`src/rtl/alu_share_arbiter_if.sv`:
```
// Core-side bus of the shared ALU arbiter: per-core requests and operands,
// plus the grant/done strobes and the shared registered result.
interface alu_share_arbiter_if #(
    parameter int NUM_CORES = 4,
    parameter int DATA_W    = 32
);
    logic [NUM_CORES-1:0]        req;
    logic [3*NUM_CORES-1:0]      op_in;
    logic [DATA_W*NUM_CORES-1:0] a_in;
    logic [DATA_W*NUM_CORES-1:0] b_in;
    logic [NUM_CORES-1:0]        gnt;
    logic [NUM_CORES-1:0]        done;
    logic [DATA_W-1:0]           result;
    logic                        zero;
    logic                        err;
    logic                        busy;

    modport master (
        output req, op_in, a_in, b_in,
        input  gnt, done, result, zero, err, busy
    );

    modport slave (
        input  req, op_in, a_in, b_in,
        output gnt, done, result, zero, err, busy
    );
endinterface

```
`src/rtl/alu_share_arbiter.sv`:
```
// Round-robin arbiter sharing one combinational ALU between NUM_CORES cores.
// Each operation takes IDLE (select) -> EXEC (ALU settles) -> DONE (result pulse).
module alu_share_arbiter #(
    parameter int NUM_CORES = 4,
    parameter int DATA_W    = 32
) (
    input  logic              clk,
    input  logic              rst_n,
    alu_share_arbiter_if.slave bus,
    output logic [2:0]        alu_op,
    output logic [DATA_W-1:0] alu_a,
    output logic [DATA_W-1:0] alu_b,
    input  logic [DATA_W-1:0] alu_c,
    input  logic              alu_z
);

    localparam int PTR_W = (NUM_CORES > 1) ? $clog2(NUM_CORES) : 1;
    localparam logic [2:0] OP_DIV = 3'd4;
    localparam logic [2:0] OP_MOD = 3'd5;

    typedef enum logic [1:0] {
        S_IDLE = 2'd0,
        S_EXEC = 2'd1,
        S_DONE = 2'd2
    } state_t;

    state_t               r_state;
    state_t               w_next;
    logic [PTR_W-1:0]     r_ptr;
    logic [PTR_W-1:0]     r_win;
    logic                 r_dz;
    logic [NUM_CORES-1:0] r_gnt;
    logic [NUM_CORES-1:0] r_done;
    logic [DATA_W-1:0]    r_result;
    logic                 r_zero;
    logic                 r_err;
    logic [2:0]           r_alu_op;
    logic [DATA_W-1:0]    r_alu_a;
    logic [DATA_W-1:0]    r_alu_b;

    logic [PTR_W:0]       w_pick;
    logic                 w_found;
    logic [PTR_W-1:0]     w_win;
    logic [2:0]           w_op;
    logic [DATA_W-1:0]    w_a;
    logic [DATA_W-1:0]    w_b;
    logic                 w_dz;

    // First requester at or above ptr, wrapping; returns {found, index}.
    function automatic logic [PTR_W:0] pick_winner(
        input logic [NUM_CORES-1:0] rq,
        input logic [PTR_W-1:0]     ptr
    );
        logic             found;
        logic [PTR_W-1:0] idx;
        int               j;
        found = 1'b0;
        idx   = '0;
        for (int k = 0; k < NUM_CORES; k++) begin
            j = (int'(ptr) + k) % NUM_CORES;
            if (!found && rq[j]) begin
                found = 1'b1;
                idx   = PTR_W'(j);
            end
        end
        return {found, idx};
    endfunction

    function automatic logic [PTR_W-1:0] next_ptr(input logic [PTR_W-1:0] win);
        if (win == PTR_W'(NUM_CORES - 1)) begin
            return '0;
        end
        return win + 1'b1;
    endfunction

    assign w_pick  = pick_winner(bus.req, r_ptr);
    assign w_found = w_pick[PTR_W];
    assign w_win   = w_pick[PTR_W-1:0];
    assign w_op    = bus.op_in[3*w_win +: 3];
    assign w_a     = bus.a_in[DATA_W*w_win +: DATA_W];
    assign w_b     = bus.b_in[DATA_W*w_win +: DATA_W];
    assign w_dz    = ((w_op == OP_DIV) || (w_op == OP_MOD)) && (w_b == '0);

    always_ff @(posedge clk or negedge rst_n) begin
        if (!rst_n) begin
            r_state <= S_IDLE;
        end else begin
            r_state <= w_next;
        end
    end

    always_comb begin
        w_next = r_state;
        case (r_state)
            S_IDLE:  if (w_found) w_next = S_EXEC;
            S_EXEC:  w_next = S_DONE;
            S_DONE:  w_next = S_IDLE;
            default: w_next = S_IDLE;
        endcase
    end

    always_ff @(posedge clk or negedge rst_n) begin
        if (!rst_n) begin
            r_ptr    <= '0;
            r_win    <= '0;
            r_dz     <= 1'b0;
            r_gnt    <= '0;
            r_done   <= '0;
            r_result <= '0;
            r_zero   <= 1'b0;
            r_err    <= 1'b0;
            r_alu_op <= '0;
            r_alu_a  <= '0;
            r_alu_b  <= '0;
        end else begin
            case (r_state)
                S_IDLE: begin
                    if (w_found) begin
                        r_win <= w_win;
                        r_dz  <= w_dz;
                        r_gnt <= {{(NUM_CORES-1){1'b0}}, 1'b1} << w_win;
                        // A zero divisor never reaches the ALU, so it cannot produce X.
                        if (w_dz) begin
                            r_alu_op <= '0;
                            r_alu_a  <= '0;
                            r_alu_b  <= '0;
                        end else begin
                            r_alu_op <= w_op;
                            r_alu_a  <= w_a;
                            r_alu_b  <= w_b;
                        end
                    end
                end
                S_EXEC: begin
                    r_done <= r_gnt;
                    if (r_dz) begin
                        r_result <= '0;
                        r_zero   <= 1'b0;
                        r_err    <= 1'b1;
                    end else begin
                        r_result <= alu_c;
                        r_zero   <= alu_z;
                        r_err    <= 1'b0;
                    end
                end
                S_DONE: begin
                    r_done <= '0;
                    r_gnt  <= '0;
                    r_err  <= 1'b0;
                    r_ptr  <= next_ptr(r_win);
                end
                default: begin
                    r_done <= '0;
                    r_gnt  <= '0;
                end
            endcase
        end
    end

    assign bus.gnt    = r_gnt;
    assign bus.done   = r_done;
    assign bus.result = r_result;
    assign bus.zero   = r_zero;
    assign bus.err    = r_err;
    assign bus.busy   = (r_state != S_IDLE);
    assign alu_op     = r_alu_op;
    assign alu_a      = r_alu_a;
    assign alu_b      = r_alu_b;

endmodule

```
`src/flat_wrapper.sv`:
```
// flat-port wrapper written by rule: the top's interface ports become plain ports
module alu_share_arbiter_flat 
#(
    parameter int NUM_CORES = 4,
    parameter int DATA_W    = 32
)
  (clk, rst_n, alu_op, alu_a, alu_b, alu_c, alu_z, bus_req, bus_op_in, bus_a_in, bus_b_in, bus_gnt, bus_done, bus_result, bus_zero, bus_err, bus_busy);
  alu_share_arbiter_if #(.NUM_CORES(NUM_CORES), .DATA_W(DATA_W)) bus_i ();
  input  logic clk;
  input  logic rst_n;
  output logic [2:0] alu_op;
  output logic [DATA_W-1:0] alu_a;
  output logic [DATA_W-1:0] alu_b;
  input  logic [DATA_W-1:0] alu_c;
  input  logic alu_z;
  input wire logic [$bits(bus_i.req)-1:0] bus_req;
  input wire logic [$bits(bus_i.op_in)-1:0] bus_op_in;
  input wire logic [$bits(bus_i.a_in)-1:0] bus_a_in;
  input wire logic [$bits(bus_i.b_in)-1:0] bus_b_in;
  output wire logic [$bits(bus_i.gnt)-1:0] bus_gnt;
  output wire logic [$bits(bus_i.done)-1:0] bus_done;
  output wire logic [$bits(bus_i.result)-1:0] bus_result;
  output wire logic [$bits(bus_i.zero)-1:0] bus_zero;
  output wire logic [$bits(bus_i.err)-1:0] bus_err;
  output wire logic [$bits(bus_i.busy)-1:0] bus_busy;
  assign bus_i.req = bus_req;
  assign bus_i.op_in = bus_op_in;
  assign bus_i.a_in = bus_a_in;
  assign bus_i.b_in = bus_b_in;
  assign bus_gnt = bus_i.gnt;
  assign bus_done = bus_i.done;
  assign bus_result = bus_i.result;
  assign bus_zero = bus_i.zero;
  assign bus_err = bus_i.err;
  assign bus_busy = bus_i.busy;
  alu_share_arbiter #(.NUM_CORES(NUM_CORES), .DATA_W(DATA_W)) u_core (.clk(clk), .rst_n(rst_n), .bus(bus_i), .alu_op(alu_op), .alu_a(alu_a), .alu_b(alu_b), .alu_c(alu_c), .alu_z(alu_z));
endmodule
```
`config.mk`:
```
export PLATFORM = sky130hd
export DESIGN_NAME = alu_share_arbiter_flat
export DESIGN_NICKNAME = d
export VERILOG_FILES = /design/src/rtl/alu_share_arbiter_if.sv /design/src/rtl/alu_share_arbiter.sv /design/src/flat_wrapper.sv
export SDC_FILE = /design/constraint.sdc
export NUM_CORES = 1
export LEC_CHECK = 0
export BUFFER_PORTS_ARGS = -buffer_cell sky130_fd_sc_hd__buf_2
export CAP_MARGIN = 10
export CORE_AREA = 5 5 174 176
export CTS_BUF_LIST = sky130_fd_sc_hd__clkbuf_16
export CTS_CLUSTER_DIAMETER = 50
export DETAILED_ROUTE_END_ITERATION = 10
export DIE_AREA = 0 0 179 181
export MAX_ROUTING_LAYER = met4
export PLACE_DENSITY_LB_ADDON = 0.05
export SKIP_CTS_REPAIR_TIMING = 1
export SYNTH_ARGS = -nofsm -noshare
export SYNTH_HDL_FRONTEND = slang
export SYNTH_SLANG_ARGS = --single-unit
```
`constraint.sdc`:
```
create_clock -name clk -period 2.6 [get_ports clk]
set_input_delay 0.52 -clock clk [delete_from_list [all_inputs] [get_ports clk]]
set_output_delay 0.52 -clock clk [all_outputs]
set_load 0.02 [all_outputs]
```
==> run metrics <==
fin util 41.5%; Final Skew 8.50 ps; RePlAce Congestion 0.824; Die Y-Extent 181 µm; yosys warns 0; vias in the first global route 8817; Setup crit end u_core.alu_a[18]$_DFFE_PN0P_; unrepaired setup endpoints after global routing yes; Filler cells 3015; Yosys reg bits 116; non-filler cells, final 1719; crit path DAT 3050 ps; via count 8503; Tmin final 2770 ps; Placed Cells 1660; syn nets 1143; Max Slew Vio Count 0; CTS root buf clkbuf_16; drt first pass iters 4; status finished, violations left; Distinct cells, synth 41; placed cell area 10700 µm²; largest net degree at the start of global routing 108; # H-tree levels 4; Die Width 179 µm; Slew @ Worst Pin 904 ps; first-pass GRT wire length 49.5 mm; hold crit path type primary input to flip-flop; Routed met2 length 17.4 mm; Avg Vias per Cell 4.95; # IOs 417; worst slack at placement -418 ps; EDFF count, synth 0; worst r2r dst u_core.alu_a[18]$_DFFE_PN0P_; Worst-Skew Late Latency 420 ps; startpoint types flip-flop; Post-synth ARST share 100%; commonest non-fill, non-tap cell in the layout buf_2; Congestion Overflow GR 0; Routed met3 length 2.24 mm; Port Buffers 416; final worst slack -174 ps; worst r2r src u_core.r_ptr[1]$_DFFE_PN0P_; Core ar. 28500 µm²; FP Rows 62; CTS tree yes; Final Hold Fails 0; Pleak 5.67 nW; Synth Instances 831; R2R depth 11; CP required 2880 ps; fin crit share 107%; Peak supply drop 0.000462 V; clock buffer count from CTS 17; sequential-to-total area share from yosys stat 40.0%; register clock-pin slew on the reported worst setup and hold paths 60 ps; worst reg2reg setup slack -170 ps; remaining antenna violation count 0; CP startpoint u_core.r_ptr[1]$_DFFE_PN0P_; Synth Flop Type dfrtp_1; Max Used Layer met4; Metal-1 WL 14.2 mm; gr usage total 20.1%; final setup fails 35; layout cells sized above 1 50.2%; Crit Path Max Fanout 11; clock sinks 116; Max-cap violations 0; Area growth, synth to finish 62.7%; Slew HR 39.7%; commonest cells after routing, fill and taps aside buf_2 (415), dfrtp_1 (115), nand2_1 (105); Avg Synthesized Cell Area 8.73 µm²; failing checks negative setup slack; drt total wl 34.5 mm; die area 32400 µm²; post-DR wirelength/cell 20.1 µm; initial antenna violation count 12; Crit. End Element flip-flop; Initial Utilization 25.5%; Power per Cell Area 1200 nW/µm²; Detail Placement HPWL 25.8 mm; Initial DRC Count 366; Setup Crit Path Kind flip-flop to flip-flop; fmax 360 MHz; Layout Nets 1622; fin area 11800 µm²; drt drc 0; synthesized cell area 7260 µm²; Longest Clk Path Bufs 2
## stage by stage
| stage | TNS (ps) | total power [mW] | hold slack, ps |
|---|---|---|---|
| 2_1_floorplan | 0 | 7.85 | 224 |
| 3_3_place_gp | -15640 | 11.5 | 336 |
| 3_5_place_dp | -14130 | 11.5 | 334 |
| 4_1_cts | -11630 | 14.0 | -136 |
| 5_1_grt | -9600 | 15.3 | 323 |
| 6_report | -5050 | 14.2 | 317 |
## worst min-delay path by stage
stage | slack [ps] | depth (start not counted) | end | from
3_3_place_gp | 340 | 1 | u_core.bus.result[16]$_DFFE_PN0N_ | rst_n
6_report | 320 | 3 | u_core.bus.zero$_DFFE_PN0N_ | alu_z
2_1_floorplan | 220 | 0 | u_core.alu_a[0]$_DFFE_PN0P_ | rst_n
5_1_grt | 320 | 3 | u_core.bus.zero$_DFFE_PN0N_ | alu_z
4_1_cts | -140 | 1 | u_core.bus.result[16]$_DFFE_PN0N_ | rst_n
3_5_place_dp | 330 | 1 | u_core.bus.result[16]$_DFFE_PN0N_ | rst_n
## cell families after synthesis
group,Yosys count,share of synthesized area (%)
multiplexers,19,2.91
AND/OR/NAND/NOR,242,17.9
buffers and inverters,134,7.59
adder cells (fa/ha/maj),5,0.862
flip-flops,116,40.0
AO/OA/AOI/OAI,315,30.7
## state kept, by name (all words and copies together), names as in the netlist
register           count
u_core.bus.err         1
u_core.bus.zero        1
u_core.alu_op          3
u_core.r_state         2
u_core.bus.done        4
u_core.r_ptr           2
u_core.alu_b          32
u_core.bus.result     32
u_core.r_dz            1
u_core.bus.gnt         4
u_core.alu_a          32
u_core.r_win           2
## report_power, final
part	internal, mW	switching [mW]
Clock	1.36	1.01
Combinational	3.62	5.02
Sequential	2.71	0.475
Total	7.68	6.50
## area by class of cell
| cell class | instances | area [µm²] | area share, % |
|---|---|---|---|
| sequential | 116 | 2900 | 24.6 |
| antenna | 12 | 30.0 | 0.254 |
| timing repair buffer | 555 | 3500 | 29.6 |
| tap | 384 | 480 | 4.07 |
| clock inverter | 15 | 163 | 1.38 |
| clock buffer | 17 | 425 | 3.60 |
| inverter | 37 | 139 | 1.18 |
| multi-input combinational | 583 | 4160 | 35.3 |
## worst max-delay path: stages, from the launching register on
cell and delay (ps):
dfrtp_2 450, nor3b_2 250, a211oi_4 60, buf_4 170, buf_6 150, buf_4 160
a311oi_4 240, a32oi_2 110, nor4_2 350, and4_4 390, clkbuf_16 190, a41oi_1 100
## Yosys cell counts, drive strengths merged, types with 2 or more instances
master	n	share of area, %
dfrtp	116	40
nand2	106	5.5
o21ai	80	5.5
a211oi	67	7.0
and3	67	5.8
clkbuf	67	3.5
a311oi	49	5.9
inv	37	1.9
a21oi	35	2.4
a41oi	34	4.1
nand3b	32	3.3
buf	30	2.2
a32oi	20	2.4
mux2	17	2.6
nand3	16	1.1
o31ai	15	1.6
o22ai	7	0.60
nor2	6	0.34
nor4	6	0.93
ha	5	0.86
a31o	3	0.36
nand2b	3	0.26
mux2i	2	0.28
## metal layers
| metal | global-route usage [%] | up-vias |
|---|---|---|
| met5 | - | - |
| met4 | 5.50 | 0 |
| met3 | 5.20 | 34 |
| met2 | 33.6 | 279 |
| met1 | 23.9 | 4037 |
| li1 | - | 4153 |
Note: power is estimated with default switching activity, not from simulation.
